File: src/rtl/uart_header_rx_if.sv
// Receive-side signal bundle for uart_header_rx: uart byte handshake plus header valid/ack.
// master = framer (drives rdy_clr and header outputs), slave = uart/core side.
interface uart_header_rx_if #(
    parameter int unsigned HEADER_BYTES = 80
);
    logic [7:0]                  rx_byte;
    logic                        rx_rdy;
    logic                        rdy_clr;
    logic [8*HEADER_BYTES-1:0]   header_data;
    logic                        header_valid;
    logic                        header_ack;
    logic                        frame_error;
    logic                        busy;

    modport master (
        input  rx_byte, rx_rdy, header_ack,
        output rdy_clr, header_data, header_valid, frame_error, busy
    );

    modport slave (
        output rx_byte, rx_rdy, header_ack,
        input  rdy_clr, header_data, header_valid, frame_error, busy
    );
endinterface

File: src/rtl/uart_header_rx.sv
// Sync-hunting framer: assembles HEADER_BYTES-byte headers from uart bytes, valid/ack output.
// Optional trailing XOR checksum byte enabled by defining UART_HEADER_CHECKSUM_EN.
module uart_header_rx #(
    parameter int unsigned HEADER_BYTES   = 80,
    parameter logic [7:0]  SYNC_BYTE      = 8'hA5,
    parameter int unsigned TIMEOUT_CYCLES = 500000,
    parameter int unsigned TO_W           = 20
) (
    input  logic              clock,
    input  logic              reset,
    uart_header_rx_if.master  bus
);
    localparam int unsigned W     = 8 * HEADER_BYTES;
    localparam int unsigned CNT_W = (HEADER_BYTES > 1) ? $clog2(HEADER_BYTES) : 1;

`ifdef UART_HEADER_CHECKSUM_EN
    typedef enum logic [1:0] {IDLE = 2'd0, COLLECT = 2'd1, CHECK = 2'd2, HOLD = 2'd3} state_t;
    localparam int unsigned SH_W = W;
`else
    typedef enum logic [1:0] {IDLE = 2'd0, COLLECT = 2'd1, HOLD = 2'd3} state_t;
    // Without CHECK the last byte commits straight from the shift path, so the
    // shadow only needs to hold the first HEADER_BYTES-1 bytes.
    localparam int unsigned SH_W = W - 8;
`endif

    state_t             state_q;
    logic [CNT_W-1:0]   count_q;
    logic [SH_W-1:0]    shadow_q;
    logic [W-1:0]       header_q;
    logic [TO_W-1:0]    to_q;
    logic               rdy_clr_q;
    logic               seen_q;
    logic               valid_q;
    logic               ferr_q;
    logic               busy_q;
`ifdef UART_HEADER_CHECKSUM_EN
    logic [7:0]         xor_q;
`endif

    logic               accept;
    logic               timeout_hit;
    logic               last_byte;
    logic [W-1:0]       shifted;

    // seen_q blocks a second accept of the same byte if rdy stays high past rdy_clr.
    assign accept      = bus.rx_rdy && !rdy_clr_q && !seen_q;
    assign timeout_hit = (to_q == TO_W'(TIMEOUT_CYCLES - 2));
    assign last_byte   = (count_q == CNT_W'(HEADER_BYTES - 1));
`ifdef UART_HEADER_CHECKSUM_EN
    assign shifted     = {shadow_q[W-9:0], bus.rx_byte};
`else
    assign shifted     = {shadow_q, bus.rx_byte};
`endif

    always_ff @(posedge clock or negedge reset) begin
        if (!reset) begin
            state_q   <= IDLE;
            count_q   <= '0;
            shadow_q  <= '0;
            header_q  <= '0;
            to_q      <= '0;
            rdy_clr_q <= 1'b0;
            seen_q    <= 1'b0;
            valid_q   <= 1'b0;
            ferr_q    <= 1'b0;
            busy_q    <= 1'b0;
`ifdef UART_HEADER_CHECKSUM_EN
            xor_q     <= '0;
`endif
        end else begin
            rdy_clr_q <= accept;
            ferr_q    <= 1'b0;
            if (accept)
                seen_q <= 1'b1;
            else if (!bus.rx_rdy)
                seen_q <= 1'b0;

            case (state_q)
                IDLE: begin
                    to_q <= '0;
                    if (accept && bus.rx_byte == SYNC_BYTE) begin
                        state_q <= COLLECT;
                        busy_q  <= 1'b1;
                        count_q <= '0;
`ifdef UART_HEADER_CHECKSUM_EN
                        xor_q   <= '0;
`endif
                    end
                end

                COLLECT: begin
                    if (accept) begin
                        to_q     <= '0;
                        shadow_q <= shifted[SH_W-1:0];
                        count_q  <= count_q + CNT_W'(1);
`ifdef UART_HEADER_CHECKSUM_EN
                        xor_q    <= xor_q ^ bus.rx_byte;
                        if (last_byte)
                            state_q <= CHECK;
`else
                        if (last_byte) begin
                            header_q <= shifted;
                            valid_q  <= 1'b1;
                            state_q  <= HOLD;
                        end
`endif
                    end else if (timeout_hit) begin
                        ferr_q   <= 1'b1;
                        shadow_q <= '0;
                        to_q     <= '0;
                        state_q  <= IDLE;
                        busy_q   <= 1'b0;
                    end else begin
                        to_q <= to_q + 1'b1;
                    end
                end

`ifdef UART_HEADER_CHECKSUM_EN
                CHECK: begin
                    if (accept) begin
                        to_q <= '0;
                        if (bus.rx_byte == xor_q) begin
                            header_q <= shadow_q;
                            valid_q  <= 1'b1;
                            state_q  <= HOLD;
                        end else begin
                            ferr_q   <= 1'b1;
                            shadow_q <= '0;
                            state_q  <= IDLE;
                            busy_q   <= 1'b0;
                        end
                    end else if (timeout_hit) begin
                        ferr_q   <= 1'b1;
                        shadow_q <= '0;
                        to_q     <= '0;
                        state_q  <= IDLE;
                        busy_q   <= 1'b0;
                    end else begin
                        to_q <= to_q + 1'b1;
                    end
                end
`endif

                HOLD: begin
                    to_q <= '0;
                    if (bus.header_ack) begin
                        valid_q <= 1'b0;
                        state_q <= IDLE;
                        busy_q  <= 1'b0;
                    end
                end

                default: begin
                    state_q <= IDLE;
                    busy_q  <= 1'b0;
                end
            endcase
        end
    end

    assign bus.rdy_clr      = rdy_clr_q;
    assign bus.header_data  = header_q;
    assign bus.header_valid = valid_q;
    assign bus.frame_error  = ferr_q;
    assign bus.busy         = busy_q;
endmodule

File: src/flat_wrapper.sv
// flat-port wrapper written by rule: the top's interface ports become plain ports
module uart_header_rx_flat 
#(
    parameter int unsigned HEADER_BYTES   = 80,
    parameter logic [7:0]  SYNC_BYTE      = 8'hA5,
    parameter int unsigned TIMEOUT_CYCLES = 500000,
    parameter int unsigned TO_W           = 20
)
  (clock, reset, bus_rx_byte, bus_rx_rdy, bus_header_ack, bus_rdy_clr, bus_header_data, bus_header_valid, bus_frame_error, bus_busy);
  uart_header_rx_if #(.HEADER_BYTES(HEADER_BYTES)) bus_i ();
  input  logic clock;
  input  logic reset;
  input wire logic [$bits(bus_i.rx_byte)-1:0] bus_rx_byte;
  input wire logic [$bits(bus_i.rx_rdy)-1:0] bus_rx_rdy;
  input wire logic [$bits(bus_i.header_ack)-1:0] bus_header_ack;
  output wire logic [$bits(bus_i.rdy_clr)-1:0] bus_rdy_clr;
  output wire logic [$bits(bus_i.header_data)-1:0] bus_header_data;
  output wire logic [$bits(bus_i.header_valid)-1:0] bus_header_valid;
  output wire logic [$bits(bus_i.frame_error)-1:0] bus_frame_error;
  output wire logic [$bits(bus_i.busy)-1:0] bus_busy;
  assign bus_i.rx_byte = bus_rx_byte;
  assign bus_i.rx_rdy = bus_rx_rdy;
  assign bus_i.header_ack = bus_header_ack;
  assign bus_rdy_clr = bus_i.rdy_clr;
  assign bus_header_data = bus_i.header_data;
  assign bus_header_valid = bus_i.header_valid;
  assign bus_frame_error = bus_i.frame_error;
  assign bus_busy = bus_i.busy;
  uart_header_rx #(.HEADER_BYTES(HEADER_BYTES), .SYNC_BYTE(SYNC_BYTE), .TIMEOUT_CYCLES(TIMEOUT_CYCLES), .TO_W(TO_W)) u_core (.clock(clock), .reset(reset), .bus(bus_i));
endmodule
File: config.mk
export PLATFORM = sky130hd
export DESIGN_NAME = uart_header_rx_flat
export DESIGN_NICKNAME = d
export VERILOG_FILES = /design/src/rtl/uart_header_rx_if.sv /design/src/rtl/uart_header_rx.sv /design/src/flat_wrapper.sv
export SDC_FILE = /design/constraint.sdc
export NUM_CORES = 2
export LEC_CHECK = 0
export BUFFER_PORTS_ARGS = -buffer_cell sky130_fd_sc_hd__buf_4
export CAP_MARGIN = 40
export CORE_ASPECT_RATIO = 1.2
export CORE_UTILIZATION = 30
export DETAILED_ROUTE_END_ITERATION = 8
export PLACE_DENSITY = 0.51
export SLEW_MARGIN = 20
export SYNTH_ARGS = -nofsm -noshare
export SYNTH_HDL_FRONTEND = slang
export SYNTH_SLANG_ARGS = --single-unit
File: constraint.sdc
create_clock -name clock -period 2.9 [get_ports clock]
set_input_delay 0.29 -clock clock [delete_from_list [all_inputs] [get_ports clock]]
set_output_delay 0.29 -clock clock [all_outputs]
set_load 0.03 [all_outputs]
* After elaboration in Yosys (flattened, before gate mapping)
Index checks and enable logic that the tools add are counted.
Widths: inputs -> output; s select.
** Operators by class
- $add $sub $neg :: 2
- $mul :: 0
- Divide/modulo/power cells :: 0
- Magnitude comparators :: 0
- Eq/ne operators :: 14
- Shifts and indexed selects :: 0
- Muxes and demuxes :: 27
- Bitwise gates (word level) :: 0
- Reduce and logical (&&, ||, !) cells :: 17
** Operators by type and width (count)
- $mux 632 :: 2
- $mux 20 :: 2
- $pmux 20 s2 :: 1
- $add 20x1->20 const B :: 1
- $eq 20x19->1 const B :: 1
- $mux 7 :: 2
- $pmux 7 s2 :: 1
- $reduce_and 4->1 :: 3
- $mux 1 :: 11
- $mux 2 :: 5
- $ne 2x1->1 const B :: 5
- $eq 8x8->1 const B :: 1
- $reduce_bool 2->1 :: 4
- $add 7x1->7 const B :: 1
- $eq 7x7->1 const B :: 1
- $pmux 2 s3 :: 1
- $reduce_and 3->1 :: 2
- $ne 2x2->1 const B :: 2
- $logic_and 1x1->1 :: 3
- $ne 3x1->1 const B :: 1
- $ne 3x3->1 const B :: 1
- $pmux 1 s3 :: 1
- $eq 2x1->1 const B :: 1
- $eq 2x2->1 const B :: 1
- other kinds (5) :: 6
** Storage, ports and cells
- Bits in registers :: 1306
- Bits in latches :: 0
- RAM bits :: 0
- ROM bits :: 0
- Input port bits :: 12
- Memories :: 0

* Depth between registers and ports, before layout
- Depth in word-level cells :: 6
- Mapped depth :: 10

* Least setup slack after synthesis
Ideal clock, no wire load.
- Path type :: reg2reg
- From :: reg u_core.rdy_clr_q (netlist: u_core.bus.rdy_clr)
- To :: reg u_core.header_q[496] (netlist: u_core.bus.header_data[496])
- Setup time :: 0.125 ns
- Data arrival time :: 2.063 ns
- Slack :: 0.712 ns
- Stages on the path, launching flop included :: 8
- Buffers on the path :: 3
- Period minus slack after synthesis :: 2.188 ns
- Cell sequence :: dfrtp_1 -> or3b_2 -> inv_1 -> nand4_1 -> buf_2 -> clkbuf_1 -> clkbuf_1 -> mux2_2
** On the way
- Cells in the longest elaborated chain, start to end :: 4
** RTL lines
- from (decl) :: RTL line uart_header_rx.sv:31 : logic rdy_clr_q;
- from (signal assigned) :: RTL line uart_header_rx.sv:71 : rdy_clr_q <= accept;
- $logic_not 1->1 :: RTL line uart_header_rx.sv:46 : assign accept = bus.rx_rdy && !rdy_clr_q && !seen_q;
- $logic_and 1x1->1 (2 in series) :: RTL line uart_header_rx.sv:46
- via u_core.accept :: RTL line uart_header_rx.sv:40 : logic accept;
- $reduce_and 3->1 (no source line)
- to (signal assigned) :: RTL line uart_header_rx.sv:102 : header_q <= shifted;
- to (decl) :: RTL line uart_header_rx.sv:29 : logic [W-1:0] header_q;
The timed path passes the listed nets, and every way through them passes these cells.
A chain may end at the register's enable or synchronous reset.

* Final worst setup path
- From :: reg u_core.to_q[10]
- To :: reg u_core.shadow_q[246]
** On the way
- Cells in the longest elaborated chain, start to end :: 3
** RTL lines
- from (decl) :: RTL line uart_header_rx.sv:30 : logic [TO_W-1:0] to_q;
- from (signal assigned) :: RTL line uart_header_rx.sv:114 : to_q <= to_q + 1'b1;
- $eq 20x19->1 :: RTL line uart_header_rx.sv:47 : assign timeout_hit = (to_q == TO_W'(TIMEOUT_CYCLES - 2));
- $reduce_bool 2->1 (no source line)
- $reduce_and 2->1 (no source line)
- to (signal assigned) :: RTL line uart_header_rx.sv:94 : shadow_q <= shifted[SH_W-1:0];
- to (decl) :: RTL line uart_header_rx.sv:28 : logic [SH_W-1:0] shadow_q;
No other way between the ends.

==> flow_summary.toml <==
[global_route]
pin_count_of_the_biggest_net_entering_global_routing = 156
grt.overflow.total = 0
track_usage = 0.165
antenna_violations_before_repair = 2
first_global_vias = 29400
grt_pass1_wl_mm = 199

[synth]
total_standard_cell_area_after_synthesis_um2 = 47400
synth_edf_count = 0
synth_seq_cells = 1306
mean_syn_cell_area_um2 = 16.0
yosys_warnings = 0
synth.distinct_cells = 45
seq_area_frac_synth = 0.689
synth.net_count = 2978
postSynth.asyncResetShare = 1.00
post_synth_inst_count = 2959
ys.flop_type = "dfrtp_1"

[worst_setup_path]
endpoint_kind = "register"
critPathRequiredTime_ps = 3530
critical_path.cell_chain = "or4b_1 > nor3b_2 > nand4_1 > a21o_4 > buf_12 > a22o_1"
critical_path_arrival_ps = 3310
timing.critical_path.slowest_cell_delay_ps = 550
critPathKind = "reg2reg"
critPathBufInv = 1
crit_path_max_fanout = 155
crit_path_start_kind = "register"
cpLargestDelayFamily = "simple AND/OR/NAND/NOR gates"
critical-path-slowest-cell = "or4b_1"

[placed_design]
io_buffer_count = 655
post-dp-hpwl_mm = 88.5
routabilityCongestion = 0.778

[pwr]
power_report.internal_total_mw = 30.2
power_per_cell_area_nw_per_um2 = 680
sequentialPowerShare = 0.480
switch_share = 0.257
clock_network_fraction_of_total_power = 0.437
p_sw_mw = 10.5
totalPowerFinal_mw = 40.6
total_leakage_power_nw = 30.8
power_frac_comb = 0.082
worst_ir_drop_vdd_mv = 0.527

[clocking]
ctsRootBufferMaster = "clkbuf_16"
path_clk_slew_ps = 60
cts-buffers-inserted = 139
cts_tree = "built"
numClockSinks = 1306
clkLatencyLatePin_ps = 780
cts_resized = 0
clockBufferDepth = 3
cts.htree.levels = 4

[outcome]
run_status = "completed"

[cells_and_area]
final_core_utilization = 0.381
flow.area_growth_from_synthesis_pct = 26.0
layout_common_cells = "1306 x dfrtp_1, 703 x buf_4, 640 x mux2_2"
drive_gt1_frac = 0.429
fin_nets = 3649
fillerInstances = 14900
layout.cells.most_common = "dfrtp_1"

[sta]
clock.fmax_mhz = 374
post_layout_minimum_cycle_time_ps = 2670
grt_setup_unrepaired = "false"
setup-violations-final = 0
fin_crit_sh = 0.922
setup_total_negative_slack_ps = 0
skew_ps = 30.4
finalMaxSlewViolations = 0
worst-slew-pin-transition_ps = 969
final-hold-violation-count = 0
relSlewSlack = 0.354

[floorplan]
rows = 159
top_level_ports = 656
design.die.area_um2 = 160000
floorplan.initialDensity = 0.302
die_height_um = 437
placeableCoreArea_um2 = 157000
die_x_um = 365

[drt]
drt-initial-drc-count = 1832
drcViolationCount = 0
route.final.wire_length_mm = 132
route.detailed.wl_per_inst_um = 22.6
viasPerCell = 4.83
drt_pass1_iterations = 5
ant_nets = 0
detailroute.via_count = 28200

[job]
cap_viol_max_count = 0

[hold_path]
hp-class = "in2async"
[per-layer routing]
| metal | global-route usage | up-vias | routed length (um) |
|---|---|---|---|
| met5 | 0 | - | 0 |
| met4 | 0.0434 | 0 | 2460 |
| met3 | 0.0626 | 142 | 10800 |
| met2 | 0.255 | 692 | 61400 |
| met1 | 0.216 | 14900 | 57400 |
| li1 | - | 12400 | - |
[registers in the layout, indices dropped and copies added (netlist names)]
| name | flops |
|---|---|
| u_core.bus.busy | 1 |
| u_core.to_q | 20 |
| u_core.state_q | 2 |
| u_core.bus.header_data | 640 |
| u_core.shadow_q | 632 |
| u_core.bus.header_valid | 1 |
| u_core.count_q | 7 |
| u_core.bus.rdy_clr | 1 |
| u_core.seen_q | 1 |
| u_core.bus.frame_error | 1 |
[power by group through the flow]
stage / Combinational (mW) / Clock [mW] / Sequential, mW
after detailed placement: 3.41 / 0 / 19.9
after CTS: 3.43 / 18.4 / 19.5
after global routing: 3.70 / 19.1 / 19.6
final: 3.35 / 17.8 / 19.5
after floorplan: 1.75 / 0 / 19.8
after global placement: 3.37 / 0 / 19.9
[layout make-up]
cell class | count | area (um^2) | share of cell area
Sequential cell | 1306 | 32700 | 0.547
Tap cell | 2093 | 2620 | 0.0438
Inverter | 11 | 41.3 | 0.000691
Antenna cell | 1 | 2.50 | 0.0000419
Clock buffer | 203 | 4080 | 0.0683
Clock inverter | 47 | 504 | 0.00844
Multi-Input combinational cell | 1424 | 13700 | 0.230
Timing Repair Buffer | 748 | 6080 | 0.102
[logic make-up after synthesis]
group,synth area share
AO/OA/AOI/OAI,0.121
adder cells (fa/ha/maj),0.00185
AND/OR/NAND/NOR,0.0114
XOR/XNOR,0.00277
multiplexers,0.152
flip-flops,0.689
buffers and inverters,0.0213
[synthesized netlist by cell type, types with 2 or more instances]
master	n	area, um^2
dfrtp_1	1306	32700
inv_1	11	41.3
xor2_1	10	87.6
buf_2	101	505
nor4bb_1	2	20.0
mux2_2	640	7210
nand3_1	17	85.1
buf_1	7	26.3
and2_1	3	18.8
o311ai_0	2	17.5
nor3b_1	2	15.0
nand2_1	17	63.8
a21o_1	2	15.0
and3_1	5	31.3
nand4b_1	3	26.3
ha_1	7	87.6
o21ai_0	5	25.0
nand2b_1	2	12.5
nand4_1	11	68.8
a31oi_1	4	25.0
a22o_1	633	5540
nor4_1	4	25.0
and4_1	2	17.5
nor3_1	5	25.0
xnor2_1	5	43.8
nor2_1	20	75.1
a21oi_1	7	35.0
buf_4	4	30.0
a21boi_0	2	15.0
clkbuf_1	105	394
[per-stage QoR]
| step | instance area, um^2 | hold slack, ps | setup slack (ps) | cells |
|---|---|---|---|---|
| 3_3_place_gp | 55000 | 287 | 298 | 5571 |
| 3_5_place_dp | 55000 | 283 | 291 | 5571 |
| 5_1_grt | 59700 | 91.1 | 162 | 5832 |
| 2_1_floorplan | 47400 | -5.59 | 712 | 2959 |
| 4_1_cts | 59700 | 79.5 | 275 | 5832 |
| 6_report | 59700 | 129 | 227 | 5833 |
[worst paths after layout]
kind                                    start  slack [ps]  depth (start not counted)                           to
setup / recovery              u_core.to_q[10]         230                          6         u_core.shadow_q[246]
hold / removal                          reset         130                          2         u_core.shadow_q[248]
setup reg to reg              u_core.to_q[10]         230                          6         u_core.shadow_q[246]
hold reg to reg            u_core.bus.rdy_clr         490                          1                u_core.seen_q
max in group asynchronous               reset        1700                          3  u_core.bus.header_data[229]
min in group clock             bus_rx_byte[1]         360                          3    u_core.bus.header_data[1]
[timing repair]
item	in CTS	in global routing
hold buffers	11	0
buffers inserted	0	0
hold endpoints to repair	607	0
Power figures use the tool's default switching activity.
